==> config.mk <==
export PLATFORM = sky130hd
export DESIGN_NAME = edge_event_detector
export DESIGN_NICKNAME = d
export VERILOG_FILES = /design/src/rtl/edge_det_pkg.sv /design/src/rtl/edge_det_sync.sv /design/src/rtl/edge_event_detector.sv
export SDC_FILE = /design/constraint.sdc
export NUM_CORES = 1
export LEC_CHECK = 0
export ABC_CLOCK_PERIOD_IN_PS = 9650
export BUFFER_PORTS_ARGS = -buffer_cell sky130_fd_sc_hd__buf_2
export CAP_MARGIN = 20
export CORE_ASPECT_RATIO = 0.9
export CORE_MARGIN = 1.5
export CORE_UTILIZATION = 35
export CTS_CLUSTER_SIZE = 8
export DETAILED_ROUTE_END_ITERATION = 7
export PLACE_DENSITY_LB_ADDON = 0.12
export SETUP_SLACK_MARGIN = 0.3
export SLEW_MARGIN = 30
export SYNTH_ARGS = -nofsm -noshare
export SYNTH_HDL_FRONTEND = slang
export SYNTH_SLANG_ARGS = --single-unit
==> constraint.sdc <==
create_clock -name clk -period 9.65 [get_ports clk]
set_clock_uncertainty 0.2 [all_clocks]
set_input_delay 1.4475 -clock clk [delete_from_list [all_inputs] [get_ports clk]]
set_output_delay 1.4475 -clock clk [all_outputs]
set_load 0.02 [all_outputs]
==> src/rtl/edge_det_pkg.sv <==
// Shared constants and helpers for edge_event_detector.
// EDGE_DET_SYNC_EN selects the synchronised input path, which changes the prime count.
package edge_det_pkg;

   localparam int SYNC_STAGES = 2;

`ifdef EDGE_DET_SYNC_EN
   // Synchronizer flush zeros must drain before `last` holds a real sample.
   localparam int PRIME_CNT = SYNC_STAGES + 1;
`else
   localparam int PRIME_CNT = 1;
`endif

   // Callers zero-extend their vector to this width; channel counts above it are not supported.
   localparam int POP_MAX_W = 256;

   function automatic logic [31:0] popcount(input logic [POP_MAX_W-1:0] v);
      logic [31:0] n;
      n = '0;
      for (int i = 0; i < POP_MAX_W; i++) begin
         n = n + {31'd0, v[i]};
      end
      return n;
   endfunction

endpackage

==> src/rtl/edge_det_sync.sv <==
// WIDTH-wide N-stage flop synchronizer with asynchronous active-low reset to 0.
// Latency is STAGES cycles; no backpressure.
module edge_det_sync #(
   parameter int WIDTH  = 8,
   parameter int STAGES = 2
) (
   input  logic             i_clk,
   input  logic             i_aresetn,
   input  logic [WIDTH-1:0] i_d,
   output logic [WIDTH-1:0] o_q
);

   logic [STAGES-1:0][WIDTH-1:0] r_stage;

   always_ff @(posedge i_clk or negedge i_aresetn) begin
      if (!i_aresetn) begin
         r_stage <= '0;
      end else begin
         r_stage[0] <= i_d;
         for (int i = 1; i < STAGES; i++) begin
            r_stage[i] <= r_stage[i-1];
         end
      end
   end

   assign o_q = r_stage[STAGES-1];

endmodule

==> src/rtl/edge_event_detector.sv <==
// Per-bit rise/fall edge detector with sticky flags, interrupt and saturating event counter.
// Pulse 1 cycle after sampling (3 with EDGE_DET_SYNC_EN); no backpressure, events never stall.
module edge_event_detector
   import edge_det_pkg::*;
#(
   parameter int WIDTH = 8,
   parameter int CNT_W = 8
) (
   input  logic             clk,
   input  logic             aresetn,
   input  logic [WIDTH-1:0] in,
   input  logic [WIDTH-1:0] rise_en,
   input  logic [WIDTH-1:0] fall_en,
   input  logic [WIDTH-1:0] clr,
   input  logic             cnt_clr,
   output logic [WIDTH-1:0] pulse,
   output logic [WIDTH-1:0] sticky,
   output logic             irq,
   output logic [CNT_W-1:0] count
);

   localparam int SUM_W = CNT_W + $clog2(WIDTH + 1);
   localparam int PC_W  = $clog2(PRIME_CNT + 1);
   localparam logic [SUM_W-1:0] CNT_MAX    = SUM_W'({CNT_W{1'b1}});
   localparam logic [PC_W-1:0]  PRIME_DONE = PC_W'(PRIME_CNT);

   logic [WIDTH-1:0]     w_s;
   logic [WIDTH-1:0]     w_ev;
   logic [WIDTH-1:0]     w_sticky_nxt;
   logic                 w_primed;
   logic [POP_MAX_W-1:0] w_ev_ext;
   logic [SUM_W-1:0]     w_pop;
   logic [SUM_W-1:0]     w_base;
   logic [SUM_W-1:0]     w_sum;

   logic [WIDTH-1:0]     r_last;
   logic [WIDTH-1:0]     r_pulse;
   logic [WIDTH-1:0]     r_sticky;
   logic                 r_irq;
   logic [CNT_W-1:0]     r_count;
   logic [PC_W-1:0]      r_prime_cnt;

`ifdef EDGE_DET_SYNC_EN
   edge_det_sync #(
      .WIDTH  (WIDTH),
      .STAGES (SYNC_STAGES)
   ) u_sync (
      .i_clk     (clk),
      .i_aresetn (aresetn),
      .i_d       (in),
      .o_q       (w_s)
   );
`else
   assign w_s = in;
`endif

   assign w_primed     = (r_prime_cnt == PRIME_DONE);
   assign w_ev         = w_primed ? ((w_s & ~r_last & rise_en) | (~w_s & r_last & fall_en)) : '0;
   assign w_sticky_nxt = w_ev | (r_sticky & ~clr);

   // Sum is wide enough for a full popcount on top of a saturated count.
   assign w_ev_ext = POP_MAX_W'(w_ev);
   assign w_pop    = SUM_W'(popcount(w_ev_ext));
   assign w_base   = cnt_clr ? '0 : SUM_W'(r_count);
   assign w_sum    = w_base + w_pop;

   always_ff @(posedge clk or negedge aresetn) begin
      if (!aresetn) begin
         r_last      <= '0;
         r_pulse     <= '0;
         r_sticky    <= '0;
         r_irq       <= 1'b0;
         r_count     <= '0;
         r_prime_cnt <= '0;
      end else begin
         r_last   <= w_s;
         r_pulse  <= w_ev;
         r_sticky <= w_sticky_nxt;
         r_irq    <= |w_sticky_nxt;
         r_count  <= (w_sum > CNT_MAX) ? CNT_W'(CNT_MAX) : CNT_W'(w_sum);
         if (!w_primed) begin
            r_prime_cnt <= r_prime_cnt + PC_W'(1);
         end
      end
   end

   assign pulse  = r_pulse;
   assign sticky = r_sticky;
   assign irq    = r_irq;
   assign count  = r_count;

endmodule

==> results of run 1 <==
per-stage QoR:
step | hold WS (ps) | std cells | power, mW | setup slack (ps)
detailed placement | 314.2 | 257 | 0.2480 | 4285
CTS | 339.8 | 265 | 0.3562 | 4566
floorplan | 330.6 | 138 | 0.2137 | 4639
global placement | 305.9 | 257 | 0.2459 | 4348
global route | 372.3 | 265 | 0.3706 | 4361
finish | 330.1 | 265 | 0.3490 | 4576
power groups by stage:
stage / registers (mW) / clock network [mW] / logic [mW]
after CTS: 0.163 / 0.111 / 0.0823
final: 0.163 / 0.107 / 0.0795
after floorplan: 0.180 / 0 / 0.0340
after global placement: 0.165 / 0 / 0.0806
after global routing: 0.165 / 0.116 / 0.0895
after detailed placement: 0.166 / 0 / 0.0823
sequential cells by signal, indices dropped and copies added (netlist names):
register and count:
r_prime_cnt 1, sticky 8, irq 1, count 8
pulse 8, r_last 8
worst max-delay path, stage by stage:
cell      delay (ps)
buf_2            100
nand4b_1         130
nand2_1          110
fa_1             540
inv_1             50
fa_1             510
fa_1             420
fa_1             420
fa_1             400
nor2b_1          150
o21ai_1          140
a2111o_1         530
o21ai_0          120
kinds of logic (layout without fill, tap and decap cells):
logic type,Yosys count,in the layout,share of synthesized area (%)
simple gates,57,57,23.34
buf+inv,15,80,3.602
flops,34,34,53.25
mux,1,1,0.7047
other cells,1,1,0.2347
fa+ha+maj,11,11,10.96
compound gates,19,19,7.909
area by class of cell:
| type | count | area share (%) |
|---|---|---|
| Inverter | 13 | 2.377 |
| Clock buffer | 7 | 4.205 |
| Sequential cell | 34 | 41.44 |
| Multi-Input combinational cell | 89 | 33.58 |
| Clock inverter | 1 | 0.2438 |
| Tap cell | 62 | 3.778 |
| Timing Repair Buffer | 59 | 14.38 |
worst max path at each step:
stage                     startpoint            endpoint  slack, ps  cells past startpoint
after global routing           in[0]  count[4]$_DFF_PN0_       4360                     13
final                          in[0]  count[4]$_DFF_PN0_       4580                     13
after CTS                      in[0]  count[4]$_DFF_PN0_       4570                     13
after detailed placement       in[0]  count[4]$_DFF_PN0_       4280                     13
after floorplan                in[0]  count[2]$_DFF_PN0_       4640                     12
after global placement         in[0]  count[4]$_DFF_PN0_       4350                     13
Yosys cell counts (all sizes together) (4+ instances only):
cell	n	area [µm²]
a21oi	4	20.02
dfrtp	34	850.8
fa	5	100.1
ha	6	75.07
inv	13	48.80
nand2	6	22.52
nand2b	8	50.05
nand3	8	40.04
nand4b	12	105.1
nor2b	8	50.05
o21ai	6	30.02
per-layer routing:
layer / wire length (µm) / track usage [%]
met5: 0 / 0
met2: 1719 / 23.88
met4: 51 / 6.364
met3: 194 / 4.236
met1: 1536 / 18.72
==> flow_summary.json, run 1 <==
{
  "status": "complete, no violations",
  "holdPathEnd": "sticky[4]$_DFF_PN0_",
  "layout_commonest_cell": "buf_2",
  "coreArea_um2": 4432,
  "yosys_warnings": 0,
  "grt_max_degree": 35,
  "rsz0062_at_grt": "no",
  "grt_overflow": 0,
  "tightest_slew_ps": 751.7,
  "fin_setup_tns_ps": 0,
  "ir_worst_vdd_uv": 85.52,
  "fillCellCount": 437,
  "num_vias": 1274,
  "first_global_vias": 1204,
  "comb_power_share_pct": 22.8,
  "finalNetCount": 248,
  "p_leak_nw": 1.084,
  "start_util_pct": 36.05,
  "placement.io_buffers": 59,
  "utilization_pct": 46.33,
  "crit_fanout": 6,
  "hold_viol_final": 0,
  "power.density_nw_per_um2": 170.0,
  "critical_path_class": "in -> reg",
  "n_antenna_cell": 0,
  "holdBufCountCts": 0,
  "end_kind": "flop",
  "via_per_inst": 4.808,
  "power.switching_fraction_pct": 29.43,
  "dpl.hpwl_mm": 2.759,
  "post_drt_wl_per_cell_um": 13.22,
  "track_usage_pct": 14.87,
  "drive_gt1_share_pct": 33.99,
  "post_cts_resized": 0,
  "avgSynthCellArea_um2": 11.58,
  "hold_start": "sticky[4]$_DFF_PN0_",
  "cts.clk_slew.worst_paths_ps": 70,
  "drv_cap": 0,
  "clockRootBuffer": "clkbuf_8",
  "synth_cell_type_count": 33,
  "r2r_cells": 12,
  "netlist_area_um2": 1598,
  "period_minus_slack_ps": 5074,
  "antenna_found_initial": 0,
  "fp.dieH_um": 67.10,
  "die_x_um": 74.22,
  "arrival_ps": 5070,
  "cts_setup_buffers": 0,
  "drc": 0,
  "clock.fmax_ghz": 0.1971,
  "setup_viol": 0,
  "area_delta_synth_final_pct": 28.50,
  "maxSlewHeadroom_pct": 49.88,
  "r2r_start": "r_prime_cnt$_DFF_PN0_",
  "design_area_um2": 2053,
  "cp-start-kind": "input port",
  "cts_buffers": 5,
  "cts_max_level": 2,
  "rrSetupSlack_ps": 5170,
  "clockBufferDepth": 2,
  "syn-instance-count": 138,
  "ant_nets": 0,
  "place_area_um2": 1962,
  "yosysSeqAreaShare_pct": 53.25,
  "clkPwrFrac_pct": 30.5,
  "seq_area_um2": 850.8,
  "grt_first_pass_wirelength_mm": 5.437,
  "fin_crit_sh_pct": 52.58,
  "ios": 60,
  "clk_latency_ps": 280,
  "whs_path_depth": 2,
  "r2r_end": "count[4]$_DFF_PN0_",
  "die-area_um2": 4980,
  "cts.sinks": 34,
  "switchingPower_uw": 102.7,
  "synthArstFlopShare_pct": 100.0,
  "power.internal_uw": 246.3,
  "synth-edff-count": 0,
  "yosys_register_bits": 34,
  "synth-main-ff-cell": "dfrtp_1",
  "rows": 23,
  "final_cell_mix": "buf_2, dfrtp_1, inv_1",
  "min_path_type": "reg -> reg",
  "syn_nets": 184,
  "cts_tree": "done",
  "p_seq_share_pct": 46.7,
  "routed_wirelength_mm": 3.502,
  "gp_congestion": 0.8886,
  "critPathRequiredTime_ps": 9650,
  "firstDrtPassIters": 4,
  "multi_input_area_um2": 689.4,
  "drt-initial-drc-count": 80,
  "drv_slew": 0
}
(Power assumes the default switching activity.)
==> run 2, diff against run 1 <==
--- a/config.mk
+++ b/config.mk
@@ -5,7 +5,7 @@
 export SDC_FILE = /design/constraint.sdc
 export NUM_CORES = 1
 export LEC_CHECK = 0
-export ABC_CLOCK_PERIOD_IN_PS = 9650
+export ABC_CLOCK_PERIOD_IN_PS = 4200
 export BUFFER_PORTS_ARGS = -buffer_cell sky130_fd_sc_hd__buf_2
 export CAP_MARGIN = 20
 export CORE_ASPECT_RATIO = 0.9
==> constraint.sdc (replaced) <==
create_clock -name clk -period 4.2 [get_ports clk]
set_clock_uncertainty 0.2 [all_clocks]
set_input_delay 0.63 -clock clk [delete_from_list [all_inputs] [get_ports clk]]
set_output_delay 0.63 -clock clk [all_outputs]
set_load 0.02 [all_outputs]
==> run 2 against run 1 <==
Net effect: routed wire length grew 14%; die area is the same; combinational power grew to 2.6 times the previous value; sequential cell count is the same; via count grew 7.4%; final cell count grew 5.3%; clock-buffer cell count is the same; register-to-register slack lost 5100 ps.
==> flow_summary.json, run 2 (same netlist as run 1, synthesis figures left out) <==
{
  "cts.clk_slew.worst_paths_ps": 70,
  "track_usage_pct": 16.99,
  "grt_max_degree": 35,
  "cts_max_level": 2,
  "dp_cells": 260,
  "path_cells": "nand4b_1 -> nand2_2 -> fa_1 -> inv_1 -> fa_1 -> fa_1 -> fa_2 -> fa_2 -> nor2b_2 -> o21ai_2 -> buf_4 -> a21oi_2 -> mux2_4",
  "critical_path_class": "reg -> reg",
  "fillCellCount": 453,
  "cp-startpoint": "r_prime_cnt$_DFF_PN0_",
  "cts.sinks": 34,
  "fp.dieH_um": 67.10,
  "drv_slew": 0,
  "tightest_slew_ps": 755.4,
  "drv_cap": 0,
  "power.internal_uw": 578.1,
  "firstDrtPassIters": 4,
  "min_path_type": "in -> async",
  "area_delta_synth_final_pct": 36.65,
  "placement.io_buffers": 59,
  "instances_no_fill": 279,
  "post_drt_wl_per_cell_um": 14.35,
  "num_vias": 1368,
  "holdBufCountCts": 0,
  "clockRootBuffer": "clkbuf_8",
  "finalPower_uw": 826.6,
  "die-area_um2": 4980,
  "grt_first_pass_wirelength_mm": 6.279,
  "r2r_start": "r_prime_cnt$_DFF_PN0_",
  "coreArea_um2": 4432,
  "drive_gt1_share_pct": 41.94,
  "clk_latency_ps": 280,
  "n_antenna_cell": 0,
  "crit_buf_inv": 2,
  "via_per_inst": 4.903,
  "maxSlewHeadroom_pct": 49.64,
  "status": "complete, no violations",
  "clkPwrFrac_pct": 30.1,
  "die_x_um": 74.22,
  "cts_tree": "done",
  "end_kind": "flop",
  "cp_common_cell": "fa_1",
  "comb_power_share_pct": 24.6,
  "cp_top_family": "adder cells",
  "drc": 0,
  "wl_met1_mm": 1.729,
  "clockBufferDepth": 2,
  "routed-wl-met3_um": 209,
  "period_minus_slack_ps": 4129,
  "power.density_nw_per_um2": 378.6,
  "max_stage_delay_ps": 540,
  "setup_viol": 0,
  "drt-initial-drc-count": 72,
  "routed.top_layer": "met4",
  "grt_overflow": 0,
  "fin_setup_tns_ps": 0,
  "switchingPower_uw": 248.5,
  "cts_buffers": 5,
  "setup_ws_ps": 70.95,
  "rsz0062_at_grt": "yes",
  "p_leak_nw": 1.154,
  "antenna_found_initial": 0,
  "dp_slack_ps": -236.7,
  "hold_viol_final": 0,
  "critPathRequiredTime_ps": 4170,
  "arrival_ps": 4100,
  "dpl.hpwl_mm": 2.963,
  "gp_congestion": 0.8396,
  "finalNetCount": 262,
  "ir_worst_vdd_uv": 197.3,
  "seq_area_um2": 852.1,
  "cp-start-kind": "flop",
  "multi_input_area_um2": 713.2,
  "layout_commonest_cell": "buf_2",
  "power.switching_fraction_pct": 30.06,
  "final_cell_mix": "buf_2, dfrtp_1, buf_4",
  "ios": 60,
  "crit_fanout": 8,
  "ant_nets": 0,
  "critPathSlowestCell": "fa_1",
  "wl_met2_mm": 1.998,
  "first_global_vias": 1358,
  "p_seq_share_pct": 45.4,
  "fin_crit_sh_pct": 98.31,
  "rows": 23,
  "start_util_pct": 36.05,
  "clock.fmax_ghz": 0.2422,
  "routed_wirelength_mm": 4.005
}
## run 2: cell types whose count changed in the layout (fill, tap and decap cells not counted), moves of 2 or more
cell / before / now
o21ai_0: 5 / 2
nor2b_1: 8 / 6
fa_1: 5 / 3
o21ai_1: 1 / 3
nor2b_2: 0 / 2
buf_4: 0 / 14
fa_2: 0 / 2
## run 2: stage by stage
stage	util (%)	cell area, µm²	hold WS [ps]
after floorplan	-	1609	134.4
after global placement	45.03	1996	306.5
final	49.27	2183	210.2
after global routing	49.27	2183	264.7
after detailed placement	45.03	1996	329.8
after CTS	48.19	2136	249.0
## run 2: path summary, 6_finish.rpt
path	cells past startpoint	slack, ps	to
worst min register to register	2	350	sticky[0]$_DFF_PN0_
max in group asynchronous	1	3050	r_prime_cnt$_DFF_PN0_
worst max register to register	13	70	count[6]$_DFF_PN0_
worst max-delay path	13	70	count[6]$_DFF_PN0_
min in group clk	1	280	r_last[7]$_DFF_PN0_
worst min-delay path	1	210	r_last[7]$_DFF_PN0_
## run 2: area by class of cell
type	count	share of cell area [%]
inverters	13	2.235
repair buffers	73	18.34
well taps	62	3.553
clock buffers	7	3.954
flip-flops and latches	34	39.03
clock inverters	1	0.2292
multi-input cells	89	32.66
## run 2: power by group through the flow
stage | clock, mW | sequential, mW | combinational (mW)
2_1_floorplan | 0 | 0.413 | 0.0845
3_3_place_gp | 0 | 0.381 | 0.193
3_5_place_dp | 0 | 0.381 | 0.197
4_1_cts | 0.258 | 0.375 | 0.202
5_1_grt | 0.274 | 0.379 | 0.225
6_report | 0.249 | 0.375 | 0.203
## run 2: routing by layer
layer  global-route usage (%)  vias to the layer above
li1                         -                      641
met3                    4.690                       11
met5                        0                        -
met4                    6.364                        0
met2                    28.68                       47
met1                    20.67                      669
## run 2: worst reg2reg max path: stages, from the launching register on
cell      delay, ps
dfrtp_2         480
nand4b_1        160
nand2_2          90
fa_1            540
inv_1            50
fa_1            460
fa_1            500
fa_2            370
fa_2            350
nor2b_2         160
o21ai_2          90
buf_4           150
a21oi_2         130
mux2_4          300
## run 2: timing repair
action,4_1_cts,5_1_grt
setup buffers,5,6
endpoints found under the hold margin,0,0
setup endpoints to repair,8,8
pin swaps,9,5
gates resized for setup,5,1
==> run 3, diff against run 2 <==
--- a/config.mk
+++ b/config.mk
@@ -9,7 +9,7 @@
 export BUFFER_PORTS_ARGS = -buffer_cell sky130_fd_sc_hd__buf_2
 export CAP_MARGIN = 20
 export CORE_ASPECT_RATIO = 0.9
-export CORE_MARGIN = 1.5
+export CORE_MARGIN = 3
 export CORE_UTILIZATION = 35
 export CTS_CLUSTER_SIZE = 8
 export DETAILED_ROUTE_END_ITERATION = 7
==> run 3 against run 2 <==
Net effect: first-iteration DRC count up 19%; global-route usage down 0.89 points; combinational power about the same; critical path depth decreased by 1; final cell count decreased by 3.2%; register-to-register slack about the same; fmax about the same.
==> flow_summary.json, run 3 (same netlist as run 1, synthesis figures left out) <==
{
  "status": "complete, no violations",
  "die-area_um2": 5413,
  "start_util_pct": 37.69,
  "first_global_vias": 1408,
  "path_cells": "nand4b_1 -> nand2_2 -> fa_1 -> inv_1 -> fa_1 -> fa_1 -> fa_2 -> fa_2 -> nor2b_2 -> o21ai_2 -> a2111o_1 -> o21ai_1",
  "min_path_type": "in -> async",
  "max_stage_delay_ps": 540,
  "post_drt_wl_per_cell_um": 14.70,
  "cts_max_level": 2,
  "routed_wirelength_mm": 3.968,
  "cts.sinks": 34,
  "setup_viol": 0,
  "tightest_slew_ps": 739.6,
  "n_antenna_cell": 0,
  "period_minus_slack_ps": 4128,
  "finalNetCount": 257,
  "fin_crit_sh_pct": 98.29,
  "critPathRequiredTime_ps": 4200,
  "coreArea_um2": 4239,
  "finalPower_uw": 807.5,
  "comb_power_share_pct": 25.0,
  "multi_input_area_um2": 708.2,
  "instances_no_fill": 270,
  "clockBufferDepth": 2,
  "final_cell_mix": "buf_2, dfrtp_1, inv_1",
  "grt_max_degree": 35,
  "hold_viol_final": 0,
  "critical_path_class": "reg -> reg",
  "power.density_nw_per_um2": 378.5,
  "power.switching_fraction_pct": 29.38,
  "clockRootBuffer": "clkbuf_8",
  "fin_setup_tns_ps": 0,
  "gp_congestion": 0.9077,
  "drv_slew": 0,
  "clkPwrFrac_pct": 28.7,
  "die_x_um": 77.22,
  "arrival_ps": 4130,
  "fp.dieH_um": 70.10,
  "seq_area_um2": 852.1,
  "via_per_inst": 4.800,
  "cp-start-kind": "flop",
  "drc": 0,
  "drt-initial-drc-count": 86,
  "clock.fmax_ghz": 0.2422,
  "p_leak_nw": 1.121,
  "ir_worst_vdd_uv": 156.1,
  "drive_gt1_share_pct": 40.00,
  "placement.io_buffers": 59,
  "firstDrtPassIters": 6,
  "p_seq_share_pct": 46.3,
  "clk_latency_ps": 280,
  "layout_commonest_cell": "buf_2",
  "critPathSlowestCell": "fa_1",
  "ios": 60,
  "dp_cells": 261,
  "cts.clk_slew.worst_paths_ps": 60,
  "rsz0062_at_grt": "yes",
  "cp_common_cell": "fa_1",
  "area_delta_synth_final_pct": 33.52,
  "grt_first_pass_wirelength_mm": 6.734,
  "crit_fanout": 8,
  "switchingPower_uw": 237.2,
  "maxSlewHeadroom_pct": 50.69,
  "ant_nets": 0,
  "antenna_found_initial": 0,
  "place_area_um2": 2016,
  "cts_tree": "done",
  "cts_buffers": 5,
  "power.internal_uw": 570.2,
  "dpl.hpwl_mm": 3.172,
  "utilization_pct": 50.32,
  "fillCellCount": 413,
  "end_kind": "flop",
  "grt_overflow": 0,
  "track_usage_pct": 16.10,
  "rows": 22,
  "design_area_um2": 2133,
  "num_vias": 1296,
  "drv_cap": 0
}
[run 3: changes by cell type in the layout (fill, tap and decap cells not counted)]
cell / change
a21oi_2: -1
nor2b_1: +1
nand3_1: -1
a21oi_1: +1
nor2b_2: -1
buf_6: +1
buf_4: -6
mux2_2: +1
nand3_2: +1
mux2_4: -1
clkinv_2: -1
clkbuf_1: -1
[run 3: per-layer routing]
metal	vias to the layer above	track usage, %	routed length (µm)
met5	-	0	0
met4	0	5.336	31
met3	2	6.443	278
met2	42	25.12	1945
met1	630	20.33	1712
li1	622	-	-
[run 3: worst max-delay path, delay by kind of cell (launching register included)]
family / cells / cell delay, ps
compound gates: 3 / 690
flops: 1 / 470
simple gates: 3 / 410
fa+ha+maj: 5 / 2230
buf+inv: 1 / 50
[run 3: area by class of cell]
type	count	share of cell area [%]
Clock buffer	6	3.871
Inverter	13	2.287
Multi-Input combinational cell	89	33.20
Sequential cell	34	39.94
Tap cell	60	3.519
Timing Repair Buffer	68	17.18
[run 3: repair_timing]
| item | CTS | global route |
|---|---|---|
| hold buffers | 0 | 0 |
| pin swaps | 10 | 5 |
| resized for setup | 5 | 0 |
| buffers inserted | 3 | 0 |
| gates cloned | 0 | 0 |
| endpoints found under the setup margin | 8 | 8 |
[run 3: power groups by stage]
stage               Clock, mW  Combinational, mW  Sequential [mW]
finish                  0.232              0.202            0.374
global placement            0              0.198            0.379
CTS                     0.242              0.206            0.374
global route            0.258              0.224            0.378
detailed placement          0              0.203            0.380
floorplan                   0             0.0845            0.413
[run 3: final timing paths]
kind | from | to | slack, ps | cells past startpoint
max reg2reg | r_prime_cnt$_DFF_PN0_ | count[2]$_DFF_PN0_ | 70 | 12
max in group asynchronous | aresetn | r_prime_cnt$_DFF_PN0_ | 3070 | 1
min in group clk | in[6] | r_last[6]$_DFF_PN0_ | 280 | 1
max | r_prime_cnt$_DFF_PN0_ | count[2]$_DFF_PN0_ | 70 | 12
min | aresetn | count[4]$_DFF_PN0_ | 210 | 1
min reg2reg | sticky[2]$_DFF_PN0_ | sticky[2]$_DFF_PN0_ | 340 | 2
[run 3: stage by stage]
| step | hold slack (ps) | setup WS (ps) |
|---|---|---|
| finish | 209.7 | 71.69 |
| detailed placement | 322.0 | -253.6 |
| global route | 266.8 | -101.9 |
| CTS | 242.1 | 11.98 |
| global placement | 307.4 | -179.1 |
| floorplan | 134.4 | 97.06 |
